[config.mk]
export PLATFORM = sky130hd
export DESIGN_NAME = palindrome_range_scanner
export DESIGN_NICKNAME = d
export VERILOG_FILES = /design/src/rtl/palindrome_range_scanner.sv
export SDC_FILE = /design/constraint.sdc
export NUM_CORES = 1
export LEC_CHECK = 0
export ABC_AREA = 0
export BUFFER_PORTS_ARGS = -buffer_cell sky130_fd_sc_hd__buf_2
export CAP_MARGIN = 10
export CORE_MARGIN = 1
export CORE_UTILIZATION = 40
export DETAILED_ROUTE_END_ITERATION = 6
export PLACE_DENSITY = 0.61
export SYNTH_ARGS = -nofsm -noshare
export SYNTH_HDL_FRONTEND = slang
export SYNTH_SLANG_ARGS = --single-unit
[constraint.sdc]
create_clock -name clk -period 2.8 [get_ports clk]
set_input_delay 0.56 -clock clk [delete_from_list [all_inputs] [get_ports clk]]
set_output_delay 0.56 -clock clk [all_outputs]
set_load 0.02 [all_outputs]
[src/rtl/palindrome_range_scanner.sv]
// Sweeps number over [range_lo, range_hi] one value per clock, counting palindrome hits reported by
// the downstream combinational checker. Optional early termination via the SCAN_ABORT_EN macro.
module palindrome_range_scanner #(
    parameter int unsigned WIDTH = 16
) (
    input  logic             clk,
    input  logic             rst,
    input  logic             start,
    input  logic [WIDTH-1:0] range_lo,
    input  logic [WIDTH-1:0] range_hi,
    output logic [WIDTH-1:0] number,
    input  logic             is_palindrome,
    output logic             busy,
    output logic             done,
    output logic [WIDTH-1:0] hit_count,
    output logic [WIDTH-1:0] last_hit,
    output logic             hit_valid
`ifdef SCAN_ABORT_EN
    ,
    input  logic             abort
`endif
);

    typedef enum logic [1:0] {
        S_IDLE,
        S_SWEEP,
        S_DONE
    } state_t;

    state_t           state_q, state_d;
    logic [WIDTH-1:0] number_q, number_d;
    logic [WIDTH-1:0] hi_q, hi_d;
    logic [WIDTH-1:0] hit_count_q, hit_count_d;
    logic [WIDTH-1:0] last_hit_q, last_hit_d;
    logic             hit_valid_q, hit_valid_d;
    logic             abort_req;

`ifdef SCAN_ABORT_EN
    assign abort_req = abort;
`else
    assign abort_req = 1'b0;
`endif

    always_ff @(posedge clk) begin
        if (rst) begin
            state_q     <= S_IDLE;
            number_q    <= '0;
            hi_q        <= '0;
            hit_count_q <= '0;
            last_hit_q  <= '0;
            hit_valid_q <= 1'b0;
        end else begin
            state_q     <= state_d;
            number_q    <= number_d;
            hi_q        <= hi_d;
            hit_count_q <= hit_count_d;
            last_hit_q  <= last_hit_d;
            hit_valid_q <= hit_valid_d;
        end
    end

    always_comb begin
        state_d     = state_q;
        number_d    = number_q;
        hi_d        = hi_q;
        hit_count_d = hit_count_q;
        last_hit_d  = last_hit_q;
        hit_valid_d = hit_valid_q;

        case (state_q)
            S_IDLE: begin
                if (start) begin
                    hi_d        = range_hi;
                    number_d    = range_lo;
                    hit_count_d = '0;
                    last_hit_d  = '0;
                    hit_valid_d = 1'b0;
                    state_d     = (range_lo > range_hi) ? S_DONE : S_SWEEP;
                end
            end
            S_SWEEP: begin
                if (is_palindrome) begin
                    if (hit_count_q != '1) begin
                        hit_count_d = hit_count_q + 1'b1;
                    end
                    last_hit_d  = number_q;
                    hit_valid_d = 1'b1;
                end
                // Compare before incrementing so a range ending at all-ones never wraps.
                if (number_q == hi_q || abort_req) begin
                    state_d = S_DONE;
                end else begin
                    number_d = number_q + 1'b1;
                end
            end
            S_DONE: begin
                state_d = S_IDLE;
            end
            default: begin
                state_d = S_IDLE;
            end
        endcase
    end

    assign number    = number_q;
    assign busy      = (state_q == S_SWEEP);
    assign done      = (state_q == S_DONE);
    assign hit_count = hit_count_q;
    assign last_hit  = last_hit_q;
    assign hit_valid = hit_valid_q;

endmodule
# Yosys cells after proc, flatten, opt, wreduce, memory -nomap -nowiden
# Index checks and enable logic that the tools add are counted.
# op_classes
n_addsub,2
magnitude_cmp,1
eq_ne,9
n_mux,16
reduce_logical,7
# ops
cell,count
2-to-1 mux 16 bit,6
case mux 16 bit (2 select lines),3
"adder 16 x 1 -> 16 bit, second input constant",2
== test 16 bit,1
greater-than comparator 16 bit,1
"inequality test 16 bit, second input constant",1
2-to-1 mux 2 bit,3
"inequality test 2 bit, second input constant",3
AND reduction 3 bit,2
"inequality test 2 x 1 -> 1 bit, second input constant",2
case mux 2 bit (2 select lines),1
AND reduction 2 bit,2
AND reduction 4 bit,1
"== test 2 x 1 -> 1 bit, second input constant",1
"== test 2 bit, second input constant",1
zero test 2 bit,1
2-to-1 mux 1 bit,2
case mux 1 bit (2 select lines),1
nonzero test 2 bit,1
# totals
ff_bits,67
output_inout_bits,51

# Longest topological paths before layout
# Gate-level depths: netlist of the first run.
# logic_depth
depth_word,4
ltp_mapped,8
depth_no_buf,8

# Worst setup path after synthesis of the first run
# Ideal clock, no wire load.
# synth_timing
path_type,register -> register
start,reg number_q[8] (netlist: number[8])
end,reg number_q[15] (netlist: number[15])
arrival_ns,1.818
required_ns,2.739
path_slack_ns,0.922
path_stages_with_launch,8
path_buffers,1
path_cell_list,dfxtp_1 > buf_2 > and4_1 > and3_4 > nand3_2 > or4_1 > a21oi_1 > a32o_1
# synth_between
elab_chain_cells,3
# synth_lines
element,line_no,rtl
"start, declared",31,"logic [WIDTH-1:0] number_q, number_d;"
"start signal, assigned",54,number_q <= number_d;
adder 16 x 1 -> 16 bit / == test 16 bit (equally long branches),"93, 90",
2-to-1 mux 16 bit / inequality test 2 bit (equally long branches),--,
case mux 16 bit (2 select lines) / AND reduction 3 bit (equally long branches),--,
# Parallel ways exist; a longest one is shown, timed or not. The select of a mux whose other input is x is not followed.
# A chain may end at the register's enable or synchronous reset.

# Final worst setup path of the first run
# layout_timing
start,reg state_q[1]
end,reg hit_count_q[13] (netlist: hit_count[13])
# layout_between
elab_chain_cells,3
# layout_lines
element,line_no,rtl
"start, declared",30,"state_t state_q, state_d;"
"start signal, assigned",53,state_q <= state_d;
== test 2 x 1 -> 1 bit / zero test 2 bit (equally long branches),70,case (state_q)
"inequality test 2 x 1 -> 1 bit (no source line), or another cell as far along",--,
AND reduction 4 bit (no source line),--,
"end signal, assigned",56,hit_count_q <= hit_count_d;
"end, declared",33,"logic [WIDTH-1:0] hit_count_q, hit_count_d;"
# Parallel ways exist; a longest one is shown, timed or not.

==> reports/metrics.cfg, run 1 <==
[floorplan]
die_x_microns = 96.1
io_pins = 87
die_y_microns = 96.1
dieArea_sq_mm = 0.00924
initial_utilization_pct = 42.3
core_sq_mm = 0.00838
rows = 33

[sta]
max_freq_mhz = 429
final.setup.tns_ns = 0
min_period_over_period_pct = 83.3
hold_viol_final = 0
worstMarginPinSlew_ns = 0.932
slew_headroom_pct = 37.9
min_period_ns = 2.33
rsz0062_at_grt = false
fin_worst_skew_ns = 0.0149
drv_slew = 0
setup_viol = 0

[placed_design]
gp_congestion = 0.834
place_hpwl_microns = 7250
portBuffers = 86
dpl_cell_area_sq_mm = 0.00405

[critical_path]
crit_fanout = 19
path_cells = nand2b_1 > inv_2 > and4_1 > a21oi_1 > nand4_1 > xnor2_1 > nor2_1
crit_slowest_cell = a21oi_1
cp.depth = 7
startpoint = state_q[1]
critical_path.top_delay_family = compound AO/OA/AOI/OAI gates
cp_data_arrival_time_ns = 2.56
r2r_setup_slack_ns = 0.47
path_class = flop to flop
critPathRequiredTime_ns = 3.03
critPathMaxStageDelay_ns = 0.75
r2r_cells = 7
crit_buf_inv = 1
critPathCaptureType = flop
crit_path_start_kind = flop
r2r_start = state_q[1]

[logic_synthesis]
yosysUniqueCellTypes = 52
syn_inst = 434
netlist_area_sq_mm = 0.00354
synth_seq_cells = 67
syn_nets = 488
synth_top_flop_cell = dfxtp_1
async_reset_ff_share_pct = 0
synth_edf_count = 0
synth.avg_cell_area_sq_um = 8.17
ys_warn_count = 0
seq_area_frac_synth_pct = 37.8

[cells_and_area]
area_growth_pct = 19.9
fin_nets = 564
drive_above_1_share_pct = 23.7
diodes = 0
fin_area_sq_mm = 0.00425

[worst_hold_path]
worstHoldStart = range_hi[11]
hp-class = primary input to flop
holdPathStages = 3

[clock_tree]
clk_root_buffer_cell = clkbuf_8
cts_tree = done
clock_sinks = 67
ctsHoldBuffers = 0
clk_latency_ns = 0.35
post_cts_resized = 0
clk_pin_slew_worst_paths_ns = 0.08
cts_setup_buffers = 0
cts_buffer_depth = 2
cts_buffers = 9
htree_num_levels = 3

[run]
cap_violations = 0

[detailed_routing]
num_vias = 3398
routed_wl_microns = 9880
via_per_inst = 5.48
avgRoutedWirePerCell_microns = 15.9
ant_nets = 0
drc = 0
drt_first_pass_iters = 5
drt_iter0_markers = 181

[global_route]
grt_max_degree = 30
antenna_found_initial = 0
grt_pass1_wl_microns = 15800
grtUsageTotal_pct = 22.6
grt_overflow = 0
grt_pass1_vias = 3158

[power_and_ir_drop]
power.density_mw_per_mm2 = 561
cellLeakagePower_uw = 0.00183
vdd_drop_max_mv = 0.376

[run_status]
status = finished, final reports clean

==> worst register-to-register path: stages, from the launching register on <==
cell	delay [ns]
dfxtp_1	0.42
nand2b_1	0.17
inv_2	0.15
and4_1	0.27
a21oi_1	0.75
nand4_1	0.22
xnor2_1	0.18
nor2_1	0.05
==> synth_stat cells, drive strengths merged, types with 8 or more instances <==
cell	count	area share, %
nand2	59	6.2
o21ai	11	1.9
xnor2	19	4.7
xor2	13	3.2
inv	20	2.1
and3	8	1.6
buf	12	1.7
dfxtp	67	38
nand4	16	2.8
clkbuf	17	1.8
nor2	51	5.5
a21oi	35	4.9
nand3	12	1.8
a22oi	17	3.6
ha	18	6.4
==> cell families (layout without fill, tap and decap cells) <==
family / count (synthesis) / after routing / share of synthesized area [%]
AOI/OAI and AO/OA: 96 / 96 / 18.2
xor gates and xnor gates: 32 / 32 / 7.91
adders and majority gates: 18 / 18 / 6.35
buffers and inverters: 49 / 130 / 5.65
DFF: 67 / 67 / 37.8
muxes: 2 / 2 / 0.565
and+or+nand+nor: 170 / 170 / 23.4
==> path summary, 6_finish.rpt <==
path | end
min reg2reg | hi_q[10]
max reg2reg | hit_count[13]
min | hi_q[11]
max | hit_count[13]
==> report_power, final <==
part | switching (uW) | leakage, uW | internal (uW) | total [uW]
clock | 388 | 0.000102 | 435 | 823
sequential | 84.4 | 0.000546 | 1010 | 1090
combinational | 289 | 0.00119 | 182 | 470
total | 761 | 0.00183 | 1620 | 2380
==> per-layer routing <==
metal	part of all wire, %	track usage [%]	up-vias
met5	0	0	-
met4	1.9	7.21	0
met3	5.6	4.82	14
met2	46	36.5	102
met1	46	30.0	1598
li1	-	-	1684
==> state kept, by name, summed over array words and instances (netlist names) <==
signal     flops
hit_valid      1
hit_count     16
last_hit      16
state_q        2
number        16
hi_q          16
==> per-stage QoR <==
step                      utilization [%]  hold WS [ns]  worst slack (ns)  total power, uW  std cells
after floorplan                         -         0.449             0.922             1410        434
after global placement               48.3         0.460             0.507             1570        604
after detailed placement             48.3         0.463             0.484             1580        604
after CTS                            50.7         0.446             0.481             2400        620
after global routing                 50.7         0.455             0.240             2510        620
final                                50.7         0.454             0.469             2380        620
==> layout make-up <==
type                       instances  area [sq um]
fill                             892          4130
multi-input combinational        318          2010
clock inverter                     6          65.1
sequential                        67          1340
clock buffer                      10           138
timing repair buffer              94           490
tap                              105           131
inverter                          20          75.1
==> cells in the final DEF, fill, tap and decap left out, types with 8 or more instances in the layout <==
cell,count
o21ai_0,10
a22oi_1,17
nor2_1,50
inv_1,19
dfxtp_1,67
a21oi_1,35
xnor2_1,19
nand3_1,11
ha_1,18
nand4_1,16
clkbuf_8,10
nand2_1,59
buf_4,8
buf_2,86
xor2_1,13
(Power assumes the default switching activity.)
==> run 2, diff against run 1 <==
clock period = 2.3 ns   (was 2.8 ns; I/O delays follow)
==> run 2 against run 1 <==
Effect of this change:
- count of clock-buffer cells in the layout grew 1
- die area is the same
- setup slack lost 0.26 ns
- sequential share of layout area shrank 0.69 points
- non-clock buffer count grew 15
- critical path depth is the same
- register-to-register slack lost 0.26 ns
- routed wire length grew 1.9%
- largest power group unchanged
==> reports/metrics.cfg, run 2 (synthesis results as in run 1) <==
[critical_path]
cp.depth = 7  ; unchanged
path_cells = nand2b_1 > inv_2 > and4_1 > a21oi_1 > nand4_1 > xor2_1 > nor2_1
critPathMaxStageDelay_ns = 0.70  ; -0.05 ns
r2r_start = state_q[1]
critPathRequiredTime_ns = 2.53  ; -0.50 ns
crit_path_start_kind = flop
critPathCaptureType = flop
crit_buf_inv = 1  ; unchanged
cp_data_arrival_time_ns = 2.32  ; -0.24 ns
startpoint = state_q[1]
crit_slowest_cell = a21oi_1
path_class = flop to flop
critical_path.top_delay_family = compound AO/OA/AOI/OAI gates
crit_fanout = 11  ; -8
r2r_cells = 7  ; unchanged

[sta]
hold_viol_final = 0  ; unchanged
worstMarginPinSlew_ns = 0.866  ; -0.0666 ns
drv_slew = 0  ; unchanged
fin_worst_skew_ns = 0.0155  ; +0.000548 ns
final.setup.tns_ns = 0  ; unchanged
min_period_ns = 2.09  ; -0.237 ns
min_period_over_period_pct = 91.0  ; +7.8 points
max_freq_mhz = 478  ; +11%
rsz0062_at_grt = false
slew_headroom_pct = 42.3  ; +4.4 points
setup_viol = 0  ; unchanged

[detailed_routing]
num_vias = 3469  ; +2.1%
via_per_inst = 5.46  ; -0.32%
ant_nets = 0  ; unchanged
avgRoutedWirePerCell_microns = 15.8  ; -0.52%
drt_iter0_markers = 180  ; -0.55%
drt_first_pass_iters = 5  ; unchanged
drc = 0  ; unchanged
routed_wl_microns = 10100  ; +1.9%

[power_and_ir_drop]
finalPower_uw = 2880  ; +21%
power.density_mw_per_mm2 = 663  ; +18%
swShare_pct = 31.4  ; -0.57 points
clkPwrFrac_pct = 32.5  ; -2.0 points
pwr-share-comb_pct = 22.4  ; +2.7 points
cellLeakagePower_uw = 0.00191  ; +3.9%
vdd_drop_max_mv = 0.379  ; +0.88%
p_switching_uw = 903  ; +19%
p_int_uw = 1980  ; +22%
p_seq_share_pct = 45.0  ; -0.7 points

[clock_tree]
post_cts_resized = 0  ; unchanged
cts_buffers = 9  ; unchanged
clk_pin_slew_worst_paths_ns = 0.08  ; about the same
clk_root_buffer_cell = clkbuf_8
htree_num_levels = 3  ; unchanged
cts_buffer_depth = 2  ; unchanged
clock_sinks = 67  ; unchanged
cts_setup_buffers = 0  ; unchanged
clk_latency_ns = 0.34  ; about the same
ctsHoldBuffers = 0  ; unchanged
cts_tree = done

[floorplan]
core_sq_mm = 0.00838  ; unchanged
dieArea_sq_mm = 0.00924  ; unchanged
die_x_microns = 96.1  ; unchanged
io_pins = 87  ; unchanged
rows = 33  ; unchanged
initial_utilization_pct = 42.3  ; unchanged
die_y_microns = 96.1  ; unchanged

[cells_and_area]
drive_above_1_share_pct = 25.5  ; +1.8 points
fin_area_sq_mm = 0.00434  ; +2.2%
instances_no_fill = 635  ; +2.4%
layout_commonest_cell = buf_2
diodes = 0  ; unchanged
fin_nets = 579  ; +2.7%
final_cell_mix = 86 x buf_2, 67 x dfxtp_1, 59 x nand2_1
area_growth_pct = 22.6

[global_route]
grt_pass1_vias = 3215  ; +1.8%
grt_overflow = 0  ; unchanged
grt_max_degree = 30  ; unchanged
grt_pass1_wl_microns = 16200  ; +2.6%
grtUsageTotal_pct = 23.2  ; +0.60 points
antenna_found_initial = 0  ; unchanged

[run_status]
status = finished, final reports clean

[worst_hold_path]
worstHoldStart = range_hi[2]
hp-class = primary input to flop
holdPathStages = 3  ; unchanged

[placed_design]
place_hpwl_microns = 7510  ; +3.7%
gp_congestion = 0.831  ; -0.31%
portBuffers = 86  ; unchanged
dpl_cell_area_sq_mm = 0.00416  ; +2.8%
place_inst = 619  ; +2.5%

[run]
cap_violations = 0  ; unchanged

[run 2: cell types whose count changed in the layout (fill, tap and decap cells not counted)]
| cell | change |
|---|---|
| buf_4 | +15 |
| clkbuf_1 | +2 |
| clkbuf_8 | -1 |
| clkinv_2 | +1 |
| clkinv_4 | -1 |
| clkinvlp_4 | -1 |
[run 2: worst paths after layout]
check,slack [ns],end
max,0.21,hit_count[9]
min,0.36,hi_q[2]
max reg2reg,0.21,hit_count[9]
min reg2reg,0.47,hi_q[3]
[run 2: final cells by class]
cell class	count	area [sq um]
fillers	851	4040
multi-input cells	318	2010
flip-flops and latches	67	1340
repair buffers	109	603
clock buffers	11	131
well taps	105	131
inverters	20	75.1
clock inverters	5	53.8
[run 2: power by group through the flow]
stage,Sequential (uW),Clock [uW],Combinational (uW)
finish,1300,938,646
global route,1300,1030,712
CTS,1300,968,648
detailed placement,1320,0,644
global placement,1320,0,634
floorplan,1350,0,366
[run 2: per-stage QoR]
step	worst slack, ns	util, %	hold slack [ns]
4_1_cts	0.204	51.8	0.342
3_3_place_gp	0.0816	49.6	0.463
5_1_grt	0.0153	51.8	0.338
6_report	0.206	51.8	0.362
2_1_floorplan	0.422	-	0.449
3_5_place_dp	0.0628	49.6	0.463
[run 2: worst min-delay path, delay by kind of cell]
family                 cells  cell delay, ns
AO/OA/AOI/OAI              1            0.05
buffers and inverters      1            0.11
AND/OR/NAND/NOR            1            0.05
[run 2: metal layers]
layer	track usage [%]	vias up	wire length, microns
met1	30.1	1629	4530
li1	-	1716	-
met2	38.2	114	4830
met4	6.22	0	125
met5	0	-	0
met3	5.77	10	585
==> run 3, diff against run 2 <==
==> constraint.sdc (replaced) <==
create_clock -name clk -period 2.3 [get_ports clk]
set_input_delay 0.23 -clock clk [delete_from_list [all_inputs] [get_ports clk]]
set_output_delay 0.23 -clock clk [all_outputs]
set_load 0.02 [all_outputs]
==> run 3 against run 2 <==
Effect of this change:
- total power is 0.24% higher
- hold slack worse by 0.24 ns
- final cell count is 1.4% lower
- largest cell class unchanged
==> reports/metrics.cfg, run 3 (synthesis results as in run 1) <==
[run_status]
status = finished, final reports clean

[floorplan]
die_x_microns = 96.1  ; unchanged
dieArea_sq_mm = 0.00924  ; unchanged
rows = 33  ; unchanged
core_sq_mm = 0.00838  ; unchanged
io_pins = 87  ; unchanged
die_y_microns = 96.1  ; unchanged
initial_utilization_pct = 42.3  ; unchanged

[placed_design]
dpl_cell_area_sq_mm = 0.00409  ; -1.6%
gp_congestion = 0.861  ; +3.7%
portBuffers = 86  ; unchanged
place_hpwl_microns = 7480  ; -0.43%

[worst_hold_path]
worstHoldStart = range_hi[11]
holdPathStages = 3  ; unchanged
hp-class = primary input to flop
min_to = hi_q[11]

[global_route]
met3_usage_pct = 4.82  ; -0.95 points
grt_pass1_wl_microns = 16100  ; -0.34%
grt_use_met2_pct = 39.3  ; +1.1 points
grt_pass1_vias = 3178  ; -1.2%
grt_max_degree = 32  ; +6.7%
grt_util_met1_pct = 29.4  ; -0.69 points
grt_overflow = 0  ; unchanged
antenna_found_initial = 0  ; unchanged
busiest_layer = met2
grtUsageTotal_pct = 23.4  ; +0.15 points

[power_and_ir_drop]
swShare_pct = 32.3  ; +0.96 points
power.density_mw_per_mm2 = 674  ; +1.6%
p_switching_uw = 933  ; +3.3%
p_seq_share_pct = 45.4  ; +0.4 points
vdd_drop_max_mv = 0.347  ; -8.4%
p_int_uw = 1950  ; -1.2%
cellLeakagePower_uw = 0.00186  ; -2.5%
pwr-share-comb_pct = 21.0  ; -1.4 points
clkPwrFrac_pct = 33.7  ; +1.2 points

[detailed_routing]
ant_nets = 0  ; unchanged
routed_wl_microns = 10200  ; +1.2%
drc = 0  ; unchanged
drt_iter0_markers = 177  ; -1.7%
num_vias = 3469  ; unchanged
drt_first_pass_iters = 4  ; -1
avgRoutedWirePerCell_microns = 16.3  ; +2.6%
via_per_inst = 5.54  ; +1.4%

[clock_tree]
clock_sinks = 67  ; unchanged
clk_latency_ns = 0.35  ; about the same
htree_num_levels = 3  ; unchanged
cts_tree = done
clk_root_buffer_cell = clkbuf_8
cts_buffer_depth = 2  ; unchanged
cts_setup_buffers = 0  ; unchanged
cts_buffers = 9  ; unchanged
clk_pin_slew_worst_paths_ns = 0.08  ; about the same
post_cts_resized = 0  ; unchanged
ctsHoldBuffers = 0  ; unchanged

[sta]
min_period_ns = 2.09  ; -0.000728 ns
holdWs_ns = 0.121  ; -0.242 ns
fin_worst_skew_ns = 0.00846  ; -0.00700 ns
setup_viol = 0  ; unchanged
worstMarginPinSlew_ns = 0.884  ; +0.0188 ns
hold_viol_final = 0  ; unchanged
max_freq_mhz = 478  ; about the same
final.setup.tns_ns = 0  ; unchanged
min_period_over_period_pct = 91.0  ; about the same
drv_slew = 0  ; unchanged
rsz0062_at_grt = false
slew_headroom_pct = 41.0  ; -1.3 points

[critical_path]
r2r_cells = 6  ; -1
cp_data_arrival_time_ns = 2.35  ; +0.03 ns
r2r_start = number[0]
crit_buf_inv = 0  ; -1
critPathMaxStageDelay_ns = 0.63  ; -0.07 ns
r2r_end = number[3]
path_cells = xnor2_1 > nand4_1 > nor4_2 > nor2_1 > a221oi_1 > a311oi_1
crit_fanout = 11  ; unchanged
crit_path_start_kind = flop
critPathRequiredTime_ns = 2.55  ; +0.02 ns
r2r_setup_slack_ns = 0.21  ; about the same
path_class = flop to flop
crit_slowest_cell = nor2_1
critical_path.top_delay_family = simple AND/OR/NAND/NOR gates
critPathCaptureType = flop

[cells_and_area]
drive_above_1_share_pct = 24.6  ; -0.90 points
layout_commonest_cell = buf_2
fin_area_sq_mm = 0.00428  ; -1.4%
diodes = 0  ; unchanged
area_growth_pct = 20.9
fillCellCount = 866  ; +1.8%
fin_nets = 570  ; -1.6%
final_cell_mix = 86 x buf_2, 67 x dfxtp_1, 59 x nand2_1

[run]
cap_violations = 0  ; unchanged

==> run 3: cell count changes in the layout (fill, tap and decap cells not counted), sizes merged <==
cell      before  now
buf          109  100
clkbuf        11    9
clkinvlp       0    2
==> run 3: through the flow <==
stage	power (uW)	cells	setup slack [ns]	util [%]
6_report	2890	626	0.207	51.1
5_1_grt	3030	626	0.0390	51.1
4_1_cts	2900	626	0.196	51.1
3_5_place_dp	1940	610	0.229	48.8
3_3_place_gp	1930	610	0.220	48.8
2_1_floorplan	1720	434	0.422	-
==> run 3: worst max-delay path by stage <==
stage	from	to	slack, ns	cells after the start
after global routing	state_q[1]	hit_count[13]	0.04	7
after CTS	number[0]	number[11]	0.20	6
final	number[0]	number[3]	0.21	6
after detailed placement	state_q[1]	hit_count[7]	0.23	7
after floorplan	number[8]	number[15]	0.42	7
after global placement	number[0]	number[7]	0.22	6
==> run 3: power groups by stage <==
stage	clock network, uW	registers [uW]	logic, uW
4_1_cts	985	1310	610
2_1_floorplan	0	1350	366
3_5_place_dp	0	1340	606
5_1_grt	1040	1320	672
3_3_place_gp	0	1340	598
6_report	972	1310	606
==> run 3: worst min-delay path: cells and delay by family <==
kind	cells	cell delay (ns)
compound gates	1	0.05
buf+inv	1	0.11
simple gates	1	0.05
==> run 3: per-layer routing <==
metal / up-vias / share of wire, %
li1: 1699 / -
met1: 1655 / 45
met2: 103 / 48
met3: 12 / 5.4
met4: 0 / 1.4
met5: - / 0
==> run 3: layout make-up <==
type | count | area, sq um | share of cell area, %
Multi-Input combinational cell | 318 | 2010 | 46.9
Inverter | 20 | 75.1 | 1.75
Sequential cell | 67 | 1340 | 31.3
Tap cell | 105 | 131 | 3.07
Timing Repair Buffer | 100 | 536 | 12.5
Clock inverter | 7 | 68.8 | 1.61
Clock buffer | 9 | 124 | 2.89
